### config.mk
export PLATFORM = sky130hd
export DESIGN_NAME = fetch_unit
export DESIGN_NICKNAME = d
export VERILOG_FILES = /design/src/rtl/fetch_unit.sv
export SDC_FILE = /design/constraint.sdc
export NUM_CORES = 1
export LEC_CHECK = 0
export BUFFER_PORTS_ARGS = -buffer_cell sky130_fd_sc_hd__buf_2
export CORE_ASPECT_RATIO = 1.1
export CORE_MARGIN = 2
export CORE_UTILIZATION = 30
export DETAILED_ROUTE_END_ITERATION = 8
export PLACE_DENSITY = 0.65
export SLEW_MARGIN = 0
export SYNTH_ARGS = -nofsm -noshare
export SYNTH_HDL_FRONTEND = slang
export SYNTH_SLANG_ARGS = --single-unit
### constraint.sdc
create_clock -name clk -period 2.2 [get_ports clk]
set_clock_uncertainty 0.15 [all_clocks]
set_input_delay 0.22 -clock clk [delete_from_list [all_inputs] [get_ports clk]]
set_output_delay 0.22 -clock clk [all_outputs]
set_load 0.02 [all_outputs]
### src/rtl/fetch_unit.sv
`default_nettype none
// ============================================================================
//  Module   : fetch_unit
//  Purpose  : Instruction-fetch stage. Owns the PC, drives a 1-cycle-latency
//             instruction bank and hands {instr, pc} to decode via valid/ready.
//  Revision : 1.0  initial release
// ============================================================================
module fetch_unit #(
    parameter logic [31:0] RESET_PC  = 32'h0000_0000,
    parameter int          MEM_BYTES = 256
) (
    input  logic        clk,
    input  logic        reset,
    output logic [31:0] imem_addr,
    input  logic [31:0] imem_data,
    input  logic        redirect_valid,
    input  logic [31:0] redirect_target,
    output logic        if_valid,
    input  logic        if_ready,
    output logic [31:0] if_instr,
    output logic [31:0] if_pc,
    output logic        fault
);

    localparam logic [31:0] c_last_pc = 32'(MEM_BYTES - 4);

    typedef enum logic [0:0] {
        S_RUN   = 1'b0,
        S_FAULT = 1'b1
    } state_t;

    state_t      r_state;
    state_t      w_state_next;
    logic [31:0] r_fetch_pc;
    logic [31:0] r_inflight_pc;
    logic        r_inflight_valid;
    logic        r_if_valid;
    logic [31:0] r_if_instr;
    logic [31:0] r_if_pc;

    logic        w_stall;
    logic        w_pc_ok;
    logic [31:0] w_target;

    assign w_stall  = r_if_valid && !if_ready;
    assign w_pc_ok  = (r_fetch_pc[1:0] == 2'b00) && (r_fetch_pc <= c_last_pc);
    assign w_target = redirect_target & ~32'h3;

    // The bank has no read enable, so a held word is kept alive by re-reading it.
    assign imem_addr = (w_stall && r_inflight_valid) ? r_inflight_pc : r_fetch_pc;

    assign if_valid = r_if_valid;
    assign if_instr = r_if_instr;
    assign if_pc    = r_if_pc;
    assign fault    = (r_state == S_FAULT);

    always_ff @(posedge clk) begin
        if (reset) begin
            r_state <= S_RUN;
        end else begin
            r_state <= w_state_next;
        end
    end

    always_comb begin
        w_state_next = r_state;
        if (redirect_valid) begin
            w_state_next = S_RUN;
        end else if (!w_stall && (r_state == S_RUN) && !w_pc_ok) begin
            w_state_next = S_FAULT;
        end
    end

    always_ff @(posedge clk) begin
        if (reset) begin
            r_fetch_pc       <= RESET_PC;
            r_inflight_pc    <= 32'h0;
            r_inflight_valid <= 1'b0;
            r_if_valid       <= 1'b0;
            r_if_instr       <= 32'h0;
            r_if_pc          <= 32'h0;
        end else if (redirect_valid) begin
            r_fetch_pc       <= w_target;
            r_inflight_valid <= 1'b0;
            r_if_valid       <= 1'b0;
        end else if (!w_stall) begin
            // Output slot is free (empty or consumed): refill from the bank.
            if (r_inflight_valid) begin
                r_if_instr <= imem_data;
                r_if_pc    <= r_inflight_pc;
                r_if_valid <= 1'b1;
            end else begin
                r_if_valid <= 1'b0;
            end

            if ((r_state == S_RUN) && w_pc_ok) begin
                r_inflight_pc    <= r_fetch_pc;
                r_inflight_valid <= 1'b1;
                r_fetch_pc       <= r_fetch_pc + 32'd4;
            end else begin
                r_inflight_valid <= 1'b0;
            end
        end
    end

endmodule
`default_nettype wire

---- Word-level counts from Yosys, hierarchy flattened ----
Cells that the tools add are included.
word-level totals
  input port bits ......................... 68
  register bits after elaboration ......... 131
  output and inout port bits .............. 98
  logic and storage cells ................. 36
cells by class
  $lt $le $gt $ge ......................... 1
  muxes and demuxes ....................... 6
  reduce and logical (&&, ||, !) cells .... 16
  add/sub/neg operators ................... 1
  equality and inequality tests ........... 1
  bitwise gates (word level) .............. 3
operators with widths
  operator                 count
  $mux W32                 4
  $add A32 B3 Y32 const B  1
  $le A32 B8 Y1 const B    1
  $logic_and A1 B1 Y1      6
  $reduce_and A3 Y1        2
  $reduce_and A2 Y1        2
  $logic_not A1 Y1         3
  $not A1 Y1               3
  $logic_not A2 Y1         1
  $mux W1                  2
  $ne A2 B2 Y1 const B     1
  $reduce_bool A2 Y1       1
  $reduce_or A2 Y1         1

---- Depth between registers and ports, before layout ----
  word-level depth ........................ 6
  mapped depth ............................ 6
  mapped depth without buffers ............ 5

---- Least setup slack after synthesis ----
OpenSTA, ideal clock, no wires.
  kind .................................... register -> register
  start point ............................. register r_state (netlist: fault)
  end point ............................... register r_fetch_pc[7]
  stages on the path, launching flop included .. 5
  arrival time ............................ 1713 ps
  library setup time ...................... 133 ps
  path slack .............................. 203 ps
  buffers on the path ..................... 0
  required time ........................... 1917 ps
  period minus slack after synthesis ...... 1997 ps
  cell sequence ........................... dfxtp_1 or4_4 or4_4 nor4_4 a2111oi_2
on the way
  word-level cells in the longest chain between the ends .. 4
ends and longest elaborated chain
  what                                 line  source
  from (decl)                          32    state_t r_state;
  from (signal assigned)               61    r_state <= w_state_next;
  $not A1 Y1                           96    if ((r_state == S_RUN) && w_pc_ok) begin
  $logic_and A1 B1 Y1                  96
  $reduce_bool A2 Y1 (no source line)  --
  $reduce_and A2 Y1 (no source line)   --
  to (signal assigned)                 83    r_fetch_pc <= w_target;
  to (signal assigned)                 99    r_fetch_pc <= r_fetch_pc + 32'd4;
  to (decl)                            34    logic [31:0] r_fetch_pc;
No other way between the ends.
A chain may end at the register's enable or synchronous reset.

---- Worst setup path after layout ----
  start point ............................. register r_if_valid (netlist: if_valid)
  end point ............................... output port imem_addr[31]
on the way
  word-level cells in the longest chain between the ends .. 3
ends and longest elaborated chain
  what                    line  source
  from (decl)             37    logic r_if_valid;
  from (signal assigned)  79    r_if_valid <= 1'b0;
  from (signal assigned)  85    r_if_valid <= 1'b0;
  from (signal assigned)  91    r_if_valid <= 1'b1;
  $logic_and A1 B1 Y1     45    assign w_stall = r_if_valid && !if_ready;
  $logic_and A1 B1 Y1     50    assign imem_addr = (w_stall && r_inflight_valid) ? r_inflight_pc : r_fetch_pc;
  $mux W32                50
  to (decl)               14    output logic [31:0] imem_addr,
No other way between the ends.

==> impl_results.md <==
* Status: complete, no violations
* Crit Path Max Fanout at 12
* Synth top area share at a little over 50%
* Synth Warn # at 0
* Die area at 17300 um2
* Slew Limit Fails at 0
* Largest net degree at the start of global routing at 54
* Placer Congestion at 0.755
* EDFF count, synth at 0
* Initial antenna violation count at 2
* Post-Synthesis Cells at 543
* Fmax at 468 MHz
* First-pass GRT wire length at 22400 um
* Delay of the slowest cell on the worst path at 0.37 ns
* Die height at 138 um
* Mapped Avg Cell Area at 8.97 um2
* CP Class: reg -> out
* Dpl hpwl at 9070 um
* Final Hold Vio Count at 0
* Grt ovf at 0
* First-pass iteration count of the detailed router at 4
* Pre-CTS setup slack at 0.120 ns
* Synth Register Bits at 125
* RSZ-0062 raised after global routing: true
* Power Dens Cells at 773 nW/um2
* Gr usage total at 16.5%
* CP Data Required Time at 1.83 ns
* Sinks on Clock Net at 125
* Worst R2R Path Depth at 4
* Mapped cell area at 4870 um2
* WL/cell at around 14 um
* Vias in the first global route at 4339
* TritonCTS clock tree: built
* Cell Rows at 48
* DRC errors left at 0
* Worst Path Arrival at between 1.5 and 2 ns
* Final number of setup-violating endpoints at 0
* Crit end category: output port
* Vias per Instance at 4.57
* Dominant synthesized flop cell: dfxtp_1
* Post-layout util at 45.2%
* Clk root buf: clkbuf_16
* Via count at 4461
* H-tree levels at 4
* Period Utilization, post-route at 97.1%
* Bufs on Longest Clock Path at 2
* Worst Tran Pin Value at 0.580 ns
* ANT nets after route at 0
* Final wirelength at 14100 um
* Hold Crit Class: in -> reg
* IO Pins at 166
* Core area at 15800 um2
* Crit-path slowest cell: mux2_2
* Top-count cell post-synth: nand2_1
* Max-Slew Margin vs Limit at 61.4%
* Worst setup margin at 0.0646 ns
* Clock Latency Late Sink at 0.42 ns
* Final hold slack at 0.0130 ns
* Layout cells sized above 1 at 32.5%
* Initial Utilization at 30.8%
* Max Cap Viol at 0
* Die W at 125 um
* Min Clock Period, post-route at 2.14 ns
* CP startpoint kind: flop
* P_leak at 3.11 nW
* Part of the Yosys area used for sequential elements at 51.4%
* Distinct cell type count after synthesis at 40
* CP Cell Sequence: nor2b_4 -> nand2_1 -> buf_4 -> mux2_2 -> buf_2
* Synth top cells by count: 129 x nand2_1, 125 x dfxtp_1, 66 x a21oi_1
* CTS Buf Count at 17
* Nets at 832
* Buffers on Ports at around 160
* Reg clk slew, reported paths at 0.06 ns
* Hold Path Cell Cnt at 3
* Drt initial violations at around 170
* Area growth from synthesis to layout at 46.7%
* Ranking of synthesized cells by area: dfxtp_1 51%, nand2_1 9.9%, mux2_2 6.9%
* Asr flop ratio synth at 0%
* Synth area leader: dfxtp_1
* Peak supply drop at 445 uV
[state kept, by name (all words and copies together), names as in the netlist]
signal and count:
if_instr 32, if_pc 30, r_fetch_pc 30, r_inflight_pc 30, fault 1, if_valid 1, r_inflight_valid 1
[metrics by stage]
| stage | total power, W | instance area [um2] | TNS (ns) | cells |
|---|---|---|---|---|
| after floorplan | 0.00261 | 4880 | 0 | 546 |
| after global placement | 0.00277 | 5930 | 0 | 882 |
| after detailed placement | 0.00277 | 5930 | 0 | 882 |
| after CTS | 0.00561 | 7130 | 0 | 975 |
| after global routing | 0.00574 | 7140 | -0.0145 | 977 |
| final | 0.00552 | 7140 | 0 | 977 |
[per-layer routing]
| layer | track usage, % | wire [um] |
|---|---|---|
| met1 | 19.2 | 6060 |
| met2 | 28.2 | 6930 |
| met3 | 5.36 | 847 |
| met5 | 0 | 7 |
| met4 | 6.54 | 209 |
[what timing repair did]
action	4_1_cts	5_1_grt
pin swaps	0	0
endpoints found under the setup margin	30	30
buffers inserted	0	1
hold endpoints to repair	61	0
gates resized for setup	2	1
hold buffers	61	0
gates cloned	0	0
[worst paths after layout]
kind                                     end                         from  slack [ns]
setup / recovery               imem_addr[31]        if_valid$_SDFFE_PP0N_        0.06
hold / removal         if_valid$_SDFFE_PP0N_                     if_ready        0.01
setup reg to reg  r_fetch_pc[7]$_SDFFE_PP0P_  r_fetch_pc[31]$_SDFFE_PP0P_        0.10
hold reg to reg     if_instr[8]$_SDFFE_PP0P_     if_instr[8]$_SDFFE_PP0P_        0.30
[placed cells by master (no fill, tap or decap), types with 2 or more instances in the layout]
cell	n
nor4_1	4
and2_1	24
dfxtp_1	125
o21ai_0	5
or4_4	3
conb_1	4
clkinv_2	2
nor3_1	2
and4_1	2
nand2b_1	13
inv_6	3
nand3_1	7
a31oi_1	2
nor4_4	2
buf_2	158
clkbuf_8	3
inv_1	3
nor2_1	30
clkinvlp_4	6
nor3b_1	2
dlygate4sd3_1	61
clkbuf_16	17
nand2_1	129
o21bai_1	2
buf_4	17
a21oi_1	66
mux2i_1	30
mux2_2	30
buf_12	2
nand4_1	3
[report_power, final]
group	switching [W]	total, W	internal (W)
clock network	0.00107	0.00271	0.00165
registers	0.0000367	0.00234	0.00230
logic	0.000233	0.000472	0.000239
total	0.00134	0.00552	0.00419
[critical path, delay by kind of cell, from the launching register on]
family,cells,cell delay [ns]
buffers and inverters,2,0.40
multiplexers,1,0.37
AND/OR/NAND/NOR,2,0.25
flip-flops,1,0.33
[layout make-up]
cell class,count,area (um2)
antenna,1,2.50
clock buffer,20,467
clock inverter,12,111
fill,1525,8650
inverter,4,15.0
multi-input combinational,377,2220
sequential,125,2500
tap,200,250
timing repair buffer,238,1570
[cells by family after synthesis]
group | count (synthesis) | share of synthesized area [%]
AND/OR/NAND/NOR | 229 | 22.1
flip-flops | 125 | 51.4
AO/OA/AOI/OAI | 83 | 9.30
multiplexers | 60 | 13.1
buffers and inverters | 44 | 3.73
adder cells (fa/ha/maj) | 1 | 0.257
other | 1 | 0.0770
No activity file was read; power rests on OpenSTA's default activity.
